--- src/rtl/booth_ctrl_pkg.sv ---
// Shared constants for the radix-2 Booth sequencer: FSM encoding, Booth pair codes,
// the strobe bundle and its state/bit-pair decoder.
package booth_ctrl_pkg;

  localparam logic [2:0] S_IDLE  = 3'd0;
  localparam logic [2:0] S_LOAD  = 3'd1;
  localparam logic [2:0] S_ARITH = 3'd2;
  localparam logic [2:0] S_SHIFT = 3'd3;
  localparam logic [2:0] S_DONE  = 3'd4;

  localparam logic [1:0] BOOTH_SUB = 2'b10;
  localparam logic [1:0] BOOTH_ADD = 2'b01;

  typedef struct packed {
    logic carga_q;
    logic carga_m;
    logic clr_a;
    logic clr_qm1;
    logic carga_a;
    logic resta;
    logic desplaza_a;
    logic desplaza_q;
    logic desplaza_qm1;
    logic ocupado;
  } booth_strobes_t;

  // Only ARITH looks at the {q0,qm1} pair; every other state is a pure Moore decode.
  function automatic booth_strobes_t booth_decode(input logic [2:0] st, input logic [1:0] code);
    booth_strobes_t s;
    s = '0;
    case (st)
      S_LOAD: begin
        s.carga_q = 1'b1;
        s.carga_m = 1'b1;
        s.clr_a   = 1'b1;
        s.clr_qm1 = 1'b1;
        s.ocupado = 1'b1;
      end
      S_ARITH: begin
        s.ocupado = 1'b1;
        if (code == BOOTH_SUB) begin
          s.carga_a = 1'b1;
          s.resta   = 1'b1;
        end else if (code == BOOTH_ADD) begin
          s.carga_a = 1'b1;
        end else begin
          s.carga_a = 1'b0;
        end
      end
      S_SHIFT: begin
        s.desplaza_a   = 1'b1;
        s.desplaza_q   = 1'b1;
        s.desplaza_qm1 = 1'b1;
        s.ocupado      = 1'b1;
      end
      default: s = '0;
    endcase
    return s;
  endfunction

endpackage

--- src/rtl/booth_ctrl_iter_counter.sv ---
// Iteration down-counter for the Booth sequencer: loadable, decrements on enable,
// saturates at zero, flags the final iteration (count == 1).
module iter_counter #(
  parameter int CNT_W = 3
) (
  input  logic             clk,
  input  logic             rst_n,
  input  logic             load,
  input  logic [CNT_W-1:0] load_val,
  input  logic             dec,
  output logic             last
);

  localparam logic [CNT_W-1:0] CNT_ONE  = CNT_W'(1);
  localparam logic [CNT_W-1:0] CNT_ZERO = CNT_W'(0);

  logic [CNT_W-1:0] count_r;

  // Iteration count register; never wraps below zero.
  always_ff @(posedge clk or negedge rst_n) begin
    if (!rst_n) begin
      count_r <= CNT_ZERO;
    end else if (load) begin
      count_r <= load_val;
    end else if (dec && (count_r != CNT_ZERO)) begin
      count_r <= count_r - CNT_ONE;
    end else begin
      count_r <= count_r;
    end
  end

  assign last = (count_r == CNT_ONE);

endmodule

--- src/rtl/booth_ctrl.sv ---
// Radix-2 Booth multiplier sequencer: IDLE -> LOAD -> (ARITH -> SHIFT) x N -> DONE.
// Optional BOOTH_RESTART_EN: inicio in ARITH/SHIFT/DONE aborts and reloads.
module booth_ctrl
  import booth_ctrl_pkg::*;
#(
  parameter int N = 4
) (
  input  logic clk,
  input  logic reset,
  input  logic inicio,
  input  logic q0,
  input  logic qm1,
  output logic CargaQ,
  output logic CargaM,
  output logic ClrA,
  output logic ClrQm1,
  output logic CargaA,
  output logic Resta,
  output logic DesplazaA,
  output logic DesplazaQ,
  output logic DesplazaQm1,
  output logic Ocupado,
  output logic Fin
);

  localparam int CNT_W = $clog2(N + 1);
  localparam logic [CNT_W-1:0] CNT_LOAD = CNT_W'(N);

  logic [2:0]     state_r;
  logic [2:0]     state_nxt_s;
  logic           last_s;
  logic           restart_s;
  logic           fin_r;
  booth_strobes_t strb_s;

`ifdef BOOTH_RESTART_EN
  assign restart_s = inicio;
`else
  assign restart_s = 1'b0;
`endif

  iter_counter #(.CNT_W(CNT_W)) u_iter_counter (
    .clk      (clk),
    .rst_n    (reset),
    .load     (state_r == S_LOAD),
    .load_val (CNT_LOAD),
    .dec      (state_r == S_SHIFT),
    .last     (last_s)
  );

  // Next-state logic.
  always_comb begin
    state_nxt_s = S_IDLE;
    case (state_r)
      S_IDLE:  state_nxt_s = inicio ? S_LOAD : S_IDLE;
      S_LOAD:  state_nxt_s = S_ARITH;
      S_ARITH: state_nxt_s = restart_s ? S_LOAD : S_SHIFT;
      S_SHIFT: begin
        if (restart_s) begin
          state_nxt_s = S_LOAD;
        end else if (last_s) begin
          state_nxt_s = S_DONE;
        end else begin
          state_nxt_s = S_ARITH;
        end
      end
      S_DONE:  state_nxt_s = restart_s ? S_LOAD : S_IDLE;
      default: state_nxt_s = S_IDLE;
    endcase
  end

  // State register.
  always_ff @(posedge clk or negedge reset) begin
    if (!reset) begin
      state_r <= S_IDLE;
    end else begin
      state_r <= state_nxt_s;
    end
  end

  // Fin is sticky from DONE until the next LOAD; a restart out of DONE keeps it low.
  always_ff @(posedge clk or negedge reset) begin
    if (!reset) begin
      fin_r <= 1'b0;
    end else if (state_r == S_LOAD) begin
      fin_r <= 1'b0;
    end else if (state_r == S_DONE) begin
      fin_r <= !restart_s;
    end else begin
      fin_r <= fin_r;
    end
  end

  assign strb_s = booth_decode(state_r, {q0, qm1});

  assign CargaQ      = strb_s.carga_q;
  assign CargaM      = strb_s.carga_m;
  assign ClrA        = strb_s.clr_a;
  assign ClrQm1      = strb_s.clr_qm1;
  assign CargaA      = strb_s.carga_a;
  assign Resta       = strb_s.resta;
  assign DesplazaA   = strb_s.desplaza_a;
  assign DesplazaQ   = strb_s.desplaza_q;
  assign DesplazaQm1 = strb_s.desplaza_qm1;
  assign Ocupado     = strb_s.ocupado;
  assign Fin         = fin_r;

endmodule
--- config.mk ---
export PLATFORM = sky130hd
export DESIGN_NAME = booth_ctrl
export DESIGN_NICKNAME = d
export VERILOG_FILES = /design/src/rtl/booth_ctrl_pkg.sv /design/src/rtl/booth_ctrl_iter_counter.sv /design/src/rtl/booth_ctrl.sv
export SDC_FILE = /design/constraint.sdc
export NUM_CORES = 1
export LEC_CHECK = 0
export CAP_MARGIN = 20
export CORE_UTILIZATION = 30
export CTS_BUF_LIST = sky130_fd_sc_hd__clkbuf_2
export DETAILED_ROUTE_END_ITERATION = 7
export SLEW_MARGIN = 20
export SYNTH_ARGS = -nofsm -noshare
export SYNTH_HDL_FRONTEND = slang
export SYNTH_HIERARCHICAL = 1
export SYNTH_SLANG_ARGS = --single-unit
--- constraint.sdc ---
create_clock -name clk -period 2.1 [get_ports clk]
set_clock_uncertainty 0.1 [all_clocks]
set_input_delay 0.315 -clock clk [delete_from_list [all_inputs] [get_ports clk]]
set_output_delay 0.315 -clock clk [all_outputs]
set_load 0.01 [all_outputs]
### Word-level counts from Yosys, hierarchy flattened

Index checks and enable logic that the tools add are counted.

* input bits: 5
* flip-flop bits (word level): 7
* word-level logic and storage cells: 31
* output and inout port bits: 11

* multiplexer cells: 14
* reduce and logical (&&, ||, !) cells: 6
* add/subtract/negate cells: 1
* eq/ne operators: 7

Operator list (number)
* 2-to-1 mux 3 bit: 4
* one-hot mux 3 bit (4 select lines): 1
* 2-to-1 mux 1 bit: 7
* == test 3 x 1 -> 1 bit (second input constant): 2
* == test 3 x 2 -> 1 bit (second input constant): 2
* 2-to-1 mux 4 bit: 1
* nonzero test 2 bit: 2
* == test 3 bit (second input constant): 1
* logical NOT 3 bit: 1
* nonzero test 3 bit: 1
* OR reduction 3 bit: 1
* subtractor 3 x 1 -> 3 bit (second input constant): 1
* == test 2 x 1 -> 1 bit (second input constant): 1
* == test 2 bit (second input constant): 1
* 2-to-1 mux 2 bit: 1
* logical AND 1 bit: 1

### Longest topological paths before layout

* depth in word-level cells: 4
* mapped depth: 5
* mapped depth without buffers: 5

### Hierarchy

Netlist, hierarchy kept.

By module, submodules not included
* booth_ctrl: seq. area each 100.1 um^2, cells an instance 27, area an instance 251.5 um^2, instances 1
* iter_counter: seq. area each 75.1 um^2, cells an instance 24, area an instance 221.5 um^2, instances 1

### Worst setup path after synthesis

No wires, ideal clock.

* path kind: register -> output
* from: reg state_r[1]
* to: out CargaQ
* path slack: 0.433 ns
* arrival: 1.252 ns
* cell stages (with the launch flop): 4
* cells stage by stage: dfrtp_1 -> nand2b_1 -> nor2_1 -> buf_4

* longest elaborated chain between the ends: 2

RTL lines
* start: declaration: line booth_ctrl.sv:29 `logic [2:0] state_r;`
* start signal: assignment: line booth_ctrl.sv:77 `state_r <= state_nxt_s;`
* == test 3 x 1 -> 1 bit: line booth_ctrl_pkg.sv:31 `case (st)`
* 2-to-1 mux 4 bit: line booth_ctrl_pkg.sv:31
* end: declaration: line booth_ctrl.sv:13 `output logic CargaQ,`

Every way passes these cells.

### Worst setup path after layout

* from: reg state_r[2]
* to: out DesplazaA

* longest elaborated chain between the ends: 2

RTL lines
* == test 3 x 2 -> 1 bit: line booth_ctrl_pkg.sv:31
* 2-to-1 mux 3 bit: line booth_ctrl_pkg.sv:31
* end: declaration: line booth_ctrl.sv:19 `output logic DesplazaA,`

Every way passes these cells.

==> summary.txt <==
Power
  • Cell Pwr Density: 1360 nW/um^2
  • Max IR drop VDD: 0.000660 V
  • Final Total Pwr: 897 uW
  • Lkg Pwr: 0.326 nW

Logic synthesis
  • Async SR Flop Fraction: 1.00
  • Top FF cell, synth: dfrtp_1
  • Post-Syn Area: 473 sq um
  • Synth area leaders: dfrtp_1 (37%), ha_1 (11%), buf_4 (7.9%)
  • Post-synthesis adder-cell area fraction: 0.106
  • Largest family of logic cells by synthesized area: simple AND/OR/NAND/NOR gates
  • Xor and xnor area share after synthesis: 0
  • Multiplexer share of the synthesized area: 0.0212
  • Yosys cell types: 25
  • Syn Area/Cell: 9.27 sq um
  • Synth Area in Compound Gates: 0.111
  • Simple-gate area share of the yosys netlist: 0.272
  • Post-synth EDFFs: 0
  • Top cell type's share of synthesized area: 0.370
  • Synth area leader: dfrtp_1
  • Synthesized netlist cell count: 51
  • Flops & latches, synth: 7
  • Warnings, synthesis: 6
  • Post-synthesis sequential area ratio: 0.370

Critical path
  • CP max FO: 8
  • CP peak stage delay: 0.54 ns
  • Critical path class: register to primary output
  • Required @ worst endpoint: 1.68 ns
  • Crit end category: primary output
  • CP Cell Sequence: and3b_2, clkdlybuf4s50_1
  • Worst Path Arrival: 1.60 ns
  • Startpoint Class: register
  • Slowest stage cell, crit path: clkdlybuf4s50_1

Placement
  • Dpl cell area: 623 sq um
  • Final GP Congestion: 0.761
  • Port Buffers: 15
  • Worst slack, placed: -0.213 ns
  • Placed insts: 79
  • HPWL Detailed: 671 microns

Final layout
  • Fin cells: 83
  • Area Growth Syn to Fin: 39.9%
  • Most common cell after layout, fill and taps aside: clkdlybuf4s50_1
  • Design Area, Final: 662 sq um
  • Most frequent cells in the layout: clkdlybuf4s50_1 (13), dfrtp_1 (6), nor2_1 (5)
  • Utilization after layout: 0.479
  • Layout cells sized above 1: 0.221
  • N_diodes: 0
  • # nets final: 78
  • FILL cells: 133

Floorplan
  • Die extent in y: 41.7 microns
  • FP Rows: 13
  • Core Region: 1380 sq um
  • Die width: 41.7 microns
  • Die Area: 1740 sq um
  • Initial Utilization: 0.342
  • Io pins: 16

Global routing
  • Vias in the first global route: 361
  • M2 GR Usage: 0.169
  • M1 GR Usage: 0.142
  • Largest net degree at the start of global routing: 9
  • GRT Overall Usage: 0.113
  • GR peak layer: met2
  • Antenna violations before repair: 0
  • Grt ovf: 0
  • Grt met3 use: 0.0652
  • First-pass GRT wire length: 1490 microns

Route
  • Vias per std cell: 4.52
  • Drt pass-1 iters: 2
  • DRC violations left: 0
  • Final wirelength: 825 microns
  • Via count: 375
  • WL/cell: 9.94 microns
  • Final ANT Viol Nets: 0
  • DR iter-0 viols: 4

CTS
  • CTS H-tree depth: 1
  • Clock Path Buffers: 2
  • CTS tree: done
  • Clk Latency, worst-skew pair: 0.23 ns
  • Clock transition at path regs: 0.07 ns
  • Clk sink count: 7
  • CTS Root Cell: clkbuf_2
  • Post-CTS Setup Inserts: 0
  • CTS buffer count: 3

Timing
  • Min cycle time layout: 2.01 ns
  • # setup viols final: 0
  • Final Slew Violations: 0
  • Final setup margin: 0.0883 ns
  • F_max: 0.497 GHz
  • Setup TNS: 0 ns
  • Fin. Hold Viols: 0
  • Period utilization: 0.958
  • Hold_ws: 0.235 ns
  • RSZ-0062 raised after global routing: no

Run
  • Max-Cap Viols: 0

Run status
  • Status: complete, no violations

Worst hold path
  • Worst min path class: input pin to async pin
power breakdown:
group | switching (mW) | leakage, nW | total [mW] | internal [mW]
clock network | 0.0494 | 0.0166 | 0.100 | 0.0506
logic | 0.224 | 0.225 | 0.533 | 0.309
registers | 0.0673 | 0.0841 | 0.264 | 0.196
critical path, delay by kind of cell (launching register included):
| family | cells | cell delay (ns) |
|---|---|---|
| buffers and inverters | 1 | 0.54 |
| flip-flops | 1 | 0.49 |
| AND/OR/NAND/NOR | 1 | 0.33 |
layout make-up:
cell class | count | area (sq um) | share of cell area
Inverter | 3 | 11.3 | 0.0170
Multi-Input combinational cell | 37 | 268 | 0.405
Timing Repair Buffer | 17 | 168 | 0.253
Clock buffer | 4 | 20.0 | 0.0302
Sequential cell | 7 | 176 | 0.267
Tap cell | 15 | 18.8 | 0.0284
cells in the mapped netlist (2+ instances only):
library cell  n
buf_4         5
conb_1        2
dfrtp_1       7
ha_1          4
inv_1         3
nand2_1       4
nand3_1       2
nor2_1        6
nor3_1        2
flip-flops by register name, indices dropped and copies added, names as in the netlist:
signal / count
state_r: 3
Fin: 1
u_iter_counter/count_r: 3
path summary, 6_finish.rpt:
check | start | to | slack [ns] | cells after the start
max | state_r[2] | DesplazaA | 0.09 | 2
min | reset | u_iter_counter/count_r[0] | 0.24 | 1
max reg2reg | state_r[2] | u_iter_counter/count_r[2] | 0.60 | 5
min reg2reg | Fin | Fin | 0.43 | 1
max in group asynchronous | reset | state_r[1] | 1.41 | 1
min in group clk | Fin | Fin | 0.43 | 1
cell families after synthesis:
logic type               after synthesis
AO/OA/AOI/OAI                          7
adder cells (fa/ha/maj)                4
buffers and inverters                  8
flip-flops                             7
multiplexers                           1
other                                  2
AND/OR/NAND/NOR                       22
per-layer routing:
layer  vias to the layer above  wire length [microns]
met5                         -                      0
met4                         0                      0
met3                         0                     51
met2                         7                    378
met1                       169                    395
li1                        199                      -
repair_timing:
action                                  CTS  global route
hold buffers                              0             0
cloned                                    0             0
gates resized for setup                   2             6
endpoints found under the setup margin    5             8
Note: power is estimated with default switching activity, not from simulation.
